===== config.mk =====
export PLATFORM = sky130hd
export DESIGN_NAME = fetch_unit
export DESIGN_NICKNAME = d
export VERILOG_FILES = /design/src/rtl/fetch_unit.sv
export SDC_FILE = /design/constraint.sdc
export NUM_CORES = 1
export LEC_CHECK = 0
export CORE_MARGIN = 2
export CORE_UTILIZATION = 44
export CTS_BUF_LIST = sky130_fd_sc_hd__clkbuf_8 sky130_fd_sc_hd__clkbuf_16
export DETAILED_ROUTE_END_ITERATION = 16
export PLACE_DENSITY = 0.9
export SLEW_MARGIN = 20
export SYNTH_ARGS = -nofsm -noshare
export SYNTH_HDL_FRONTEND = slang
export SYNTH_SLANG_ARGS = --single-unit

===== constraint.sdc =====
create_clock -name clock -period 3.01 [get_ports clock]
set_input_delay 0.4515 -clock clock [delete_from_list [all_inputs] [get_ports clock]]
set_output_delay 0.4515 -clock clock [all_outputs]
set_load 0.005 [all_outputs]

===== src/rtl/fetch_unit.sv =====
// Instruction-fetch front end: issues word addresses to a 1-cycle synchronous instruction memory
// and hands (pc, instruction) pairs to decode over valid/ready. Define FETCH_PERF_EN for perf counters.
module fetch_unit #(
  parameter int unsigned             PC_WIDTH   = 32,
  parameter logic [PC_WIDTH-1:0]     RESET_PC   = '0,
  parameter int unsigned             ADDR_WIDTH = 10
) (
  input  logic                clock,
  input  logic                reset,
  output logic [31:0]         instructionAddress,
  input  logic [31:0]         instruction,
  input  logic                redirect_valid,
  input  logic [PC_WIDTH-1:0] redirect_pc,
  output logic                fetch_valid,
  input  logic                fetch_ready,
  output logic [PC_WIDTH-1:0] fetch_pc,
  output logic [31:0]         fetch_instruction
`ifdef FETCH_PERF_EN
  ,
  output logic [31:0]         perf_fetched,
  output logic [31:0]         perf_squashed
`endif
);

  function automatic logic [PC_WIDTH-1:0] align_pc(input logic [PC_WIDTH-1:0] a);
    return a & ~PC_WIDTH'(3);
  endfunction

  function automatic logic [PC_WIDTH-1:0] incr_pc(input logic [PC_WIDTH-1:0] a);
    return a + PC_WIDTH'(4);
  endfunction

  // Byte address -> word index, wrapping inside the memory's ADDR_WIDTH-bit index space.
  function automatic logic [31:0] word_index(input logic [PC_WIDTH-1:0] a);
    logic [PC_WIDTH-1:0] w;
    w = (a >> 2) & ((PC_WIDTH'(1) << ADDR_WIDTH) - PC_WIDTH'(1));
    return 32'(w);
  endfunction

  logic [PC_WIDTH-1:0] pc_p0;
  logic [PC_WIDTH-1:0] req_pc_p1;
  logic                vld_p1;
  logic                stall;
  logic [PC_WIDTH-1:0] issue_pc;

  assign stall = vld_p1 & ~fetch_ready & ~redirect_valid;

  // Stage 0: choose the PC sent to memory; a stall re-reads the held word so the data stays put.
  always_comb begin
    issue_pc = pc_p0;
    if (redirect_valid)
      issue_pc = align_pc(redirect_pc);
    else if (stall)
      issue_pc = req_pc_p1;
  end

  assign instructionAddress = word_index(issue_pc);

  always_ff @(posedge clock or posedge reset) begin
    if (reset) begin
      pc_p0     <= align_pc(RESET_PC);
      req_pc_p1 <= align_pc(RESET_PC);
      vld_p1    <= 1'b0;
    end else if (!stall) begin
      req_pc_p1 <= issue_pc;
      pc_p0     <= incr_pc(issue_pc);
      vld_p1    <= 1'b1;
    end
  end

  // Stage 1: memory data arrives for req_pc_p1; a redirect squashes it in the same cycle.
  assign fetch_valid       = vld_p1 & ~redirect_valid;
  assign fetch_pc          = req_pc_p1;
  assign fetch_instruction = instruction;

`ifdef FETCH_PERF_EN
  always_ff @(posedge clock or posedge reset) begin
    if (reset) begin
      perf_fetched  <= '0;
      perf_squashed <= '0;
    end else begin
      if (fetch_valid && fetch_ready)
        perf_fetched <= perf_fetched + 32'd1;
      if (vld_p1 && redirect_valid)
        perf_squashed <= perf_squashed + 32'd1;
    end
  end
`endif

endmodule


Word-level counts from Yosys, hierarchy flattened. Index checks and enable logic that the tools add are counted.

Multiplexer cells: 2. Bitwise gates (word level): 5. Add/subtract/negate cells: 1.

Operators with widths (number): 32-bit two-way mux (2); 32-bit by 3-bit adder with 32-bit output, second input constant (1); 1-bit bitwise AND (3); 1-bit NOT (2).

Output and inout bits: 97. Logic and storage cells: 11. Register bits: 65. Bits of input ports: 68.

Depth between registers and ports, before layout.
Word-level depth: 6. Gate-level depth with buffers: 12. Depth with buffers taken out: 9.

Worst setup path before layout. No wires, ideal clock.

Path type: input to register. From: input redirect_valid. To: register pc_p0[24]. Buffers on the path: 4. Required time: 2931 ps. Data arrival time: 2569 ps. Path slack: 362 ps. Stages: 12. Library setup time: 79 ps. Cells stage by stage: buf_4 buf_6 buf_6 buf_2 nor2b_1 nor2_1 ha_1 nand3_4 nor4_4 nand2_2 nor3b_2 mux2i_1.

Word-level cells in the longest chain between the ends: 5.

Ends and longest elaborated chain: start: declaration (line 12) `input logic redirect_valid,`; 1-bit NOT (line 46) `assign stall = vld_p1 & ~fetch_ready & ~redirect_valid;`; 1-bit bitwise AND (line 46); 32-bit two-way mux (line 53) `else if (stall)`; 32-bit two-way mux (*) (line 51) `if (redirect_valid)`; named net issue_pc[3] (line 44) `logic [PC_WIDTH-1:0] issue_pc;`; 32-bit by 3-bit adder with 32-bit output (*) (line 30) `return a + PC_WIDTH'(4);`; end signal: assignment (line 61) `pc_p0 <= align_pc(RESET_PC);`; end signal: assignment (line 66) `pc_p0 <= incr_pc(issue_pc);`; end: declaration (line 40) `logic [PC_WIDTH-1:0] pc_p0;`.

The timed path passes the listed nets; every way through them passes the cells marked *. A chain may end at the register's enable or synchronous reset.

Worst setup path in the final report.
From: input fetch_ready. To: output instructionAddress[7].

Word-level cells in the longest chain between the ends: 5.

Ends and longest elaborated chain: start: declaration (line 15) `input logic fetch_ready,`; 1-bit NOT (line 46); 1-bit bitwise AND (2 in series) (line 46); 32-bit two-way mux (line 53); 32-bit two-way mux (line 51); end: declaration (line 10) `output logic [31:0] instructionAddress,`.

No other way between the ends.

==> results.tsv <==
metric	value	unit
crit_path_max_incr_delay	0.52	ns
grt_usage	20.45	%
dieWidth	100.0	um
finalSetupViolations	0	
path_delay_family	buffers and inverters	
rsz0062_at_grt	false	
wire_per_inst	16.73	um
relSlewSlack	61.75	%
drv_slew	0	
drc	0	
fillers	794	
htreeDepth	3	
io_pins	165	
ys.flop_type	dfrtp_1	
rows	35	
cp_max_fo	10	
avgSynthCellArea	9.921	um2
viasPerCell	5.329	
drv_cap	0	
critical_path_arrival	2.48	ns
grt_max_degree	51	
worst_setup_path_end_kind	primary output	
cpMaxStageDelayCell	or4bb_1	
status	finished, final reports clean	
clk_pin_slew	0.07	ns
ff_latch_area	1526	um2
synthCells	409	
clockBufferDepth	2	
power_leakage	0.002216	uW
drive_gt1_share	19.75	%
hpwlAfterDp	7306	um
layout_min_cycle_time	2.936	ns
drtPass1Iterations	4	
cts_sinks	61	
tightest_slew	0.5663	ns
final.setup_skew	0.008254	ns
hold_violations	0	
r2r_slack	0.33	ns
cts_tree	built	
async_flop_share	100.0	%
hold_ws	0.4013	ns
post-route-period-util	97.54	%
synth-edff-count	0	
clock_latency	0.35	ns
worstSetupPathType	in2out	
utilization	54.45	%
num-nets-final	545	
critical_path_depth	6	
path_cells	clkdlybuf4s50_1, buf_4, or4bb_1, o311ai_2, buf_4, clkdlybuf4s50_1	
ctsHoldBuffers	0	
timing.fmax	0.3406	GHz
ys_seq_area_share	37.62	%
cts_root_buffer	clkbuf_8	
gp_congestion	0.8300	
hold_class	in2async	
multi_input_area	1903	um2
synth_cell_types	58	
vdd_drop_max	0.3220	mV
numCtsBuffers	9	
die_h	100.0	um
grt_overflow	0	
cp-start-kind	input port	
start_util	44.55	%
wl	9904	um
syn_area	4058	um2
vias	3155	
area_growth_syn_to_layout	22.23	%
worstPathRequired	2.56	ns
grt_pass1_wl	16000	um
ant_nets	0	
synth-seq-cells	61	
coreArea	9109	um2
die_area	10010	um2
path_buf_inv	4	
drt_iter0_drc	131	
antenna_cells	0	
power_density	496.6	nW/um2
synth-warning-count	0	
antenna_found_initial	0	
grt_pass1_vias	3220	
ff2ff_path_depth	8	
port_buffers	74	
per-stage QoR:
stage               power, uW  setup WS (ns)  area [um2]  TNS [ns]  instances
finish                   2463        0.07403        4960         0        592
global route             2591       0.006296        4960         0        592
CTS                      2472        0.06614        4951         0        591
detailed placement       1637       -0.08116        4723   -0.2177        575
global placement         1609        0.02305        4723         0        575
floorplan                1394         0.3615        4144         0        432
cell usage after synthesis, types with 4 or more instances:
master | number | area share (%)
dfrtp_1 | 61 | 38
xnor2_1 | 6 | 1.3
nor2b_1 | 9 | 1.4
a21oi_1 | 6 | 0.74
nand3_1 | 10 | 1.2
clkbuf_1 | 6 | 0.56
buf_4 | 70 | 13
o21ai_0 | 17 | 2.1
o311ai_2 | 4 | 1.6
nor2_1 | 17 | 1.6
xor2_1 | 11 | 2.4
nor4b_1 | 7 | 1.5
buf_6 | 7 | 1.9
nor4bb_1 | 4 | 0.99
nand4_1 | 4 | 0.62
a221o_1 | 5 | 1.2
inv_1 | 16 | 1.5
a221oi_1 | 6 | 1.3
buf_2 | 5 | 0.62
nand2_1 | 43 | 4.0
nand4bb_1 | 5 | 1.4
a221oi_2 | 6 | 2.2
o21ai_1 | 8 | 0.99
mux2i_1 | 27 | 6.7
area by class of cell:
cell class	count	share of cell area, %
Multi-Input combinational cell	265	38.37
Clock buffer	11	3.052
Inverter	16	1.211
Timing Repair Buffer	123	22.30
Sequential cell	61	30.78
Clock inverter	5	1.488
Tap cell	111	2.800
path summary, 6_finish.rpt:
kind / from / endpoint
worst max-delay path: fetch_ready / instructionAddress[7]
worst min-delay path: reset / fetch_pc[28]
worst max register to register: vld_p1 / pc_p0[24]
worst min register to register: pc_p0[14] / pc_p0[14]
max in group asynchronous: reset / pc_p0[16]
min in group clock: pc_p0[14] / pc_p0[14]
worst reg2reg max path, cell delays in order (launching register included):
cell	delay, ns
dfrtp_1	0.57
buf_4	0.26
nor4bb_1	0.37
a221o_1	0.18
and4_1	0.26
and4b_2	0.41
nand2_2	0.11
nor3b_2	0.24
mux2i_1	0.21
state kept, by name, indices dropped and copies added (netlist names):
signal,cells
vld_p1,1
fetch_pc,30
pc_p0,30
what timing repair did:
action                                  CTS  global route
buffers inserted                          0             1
endpoints found under the setup margin    1             2
resized for setup                         1             1
layout by cell type, fill, tap and decap left out, drive strengths merged, types with 2 or more instances in the layout:
cell,instances
nand4bb,5
clkbuf,11
and3b,2
a221oi,13
nand3,11
dfrtp,61
nor4bb,4
a221o,5
mux2,2
clkinv,2
bufinv,2
a21oi,6
nand4,5
nand4b,3
nand2b,2
conb,25
and2,2
and4b,2
mux2i,27
xor2,11
and3,3
nand2,44
o21ai,26
a31oi,2
a211oi,3
nor2b,9
nor4b,8
nor3,2
clkdlybuf4s50,73
inv,17
xnor2,6
o311ai,8
nor4,2
nor2,18
nor3b,2
buf,50
cell families (layout without fill, tap and decap cells):
logic type / Yosys count / count (layout) / synth area share [%]
and+or+nand+nor: 127 / 127 / 19.86
AOI/OAI and AO/OA: 66 / 66 / 13.38
buffers and inverters: 106 / 155 / 17.76
xor gates and xnor gates: 17 / 17 / 3.669
adders and majority gates: 1 / 1 / 0.3083
DFF: 61 / 61 / 37.62
muxes: 29 / 29 / 7.216
other: 2 / 25 / 0.1851
routing by layer:
layer  GRT usage [%]  share of wire (%)  up-vias  routed length, um
met3           5.989                7.5       26                744
met2           35.19                 51      140               5049
met5               0                  0        -                  0
li1                -                  -     1486                  -
met4           5.901                1.8        0                182
met1           25.01                 40     1503               3927
power breakdown:
group | total, uW | internal (uW) | leakage [uW] | switching (uW)
Clock | 834 | 505 | 0.000121 | 329
Combinational | 643 | 345 | 0.00137 | 297
Sequential | 986 | 924 | 0.000726 | 62.2
Total | 2460 | 1770 | 0.00222 | 689
Note: power is estimated with default switching activity, not from simulation.
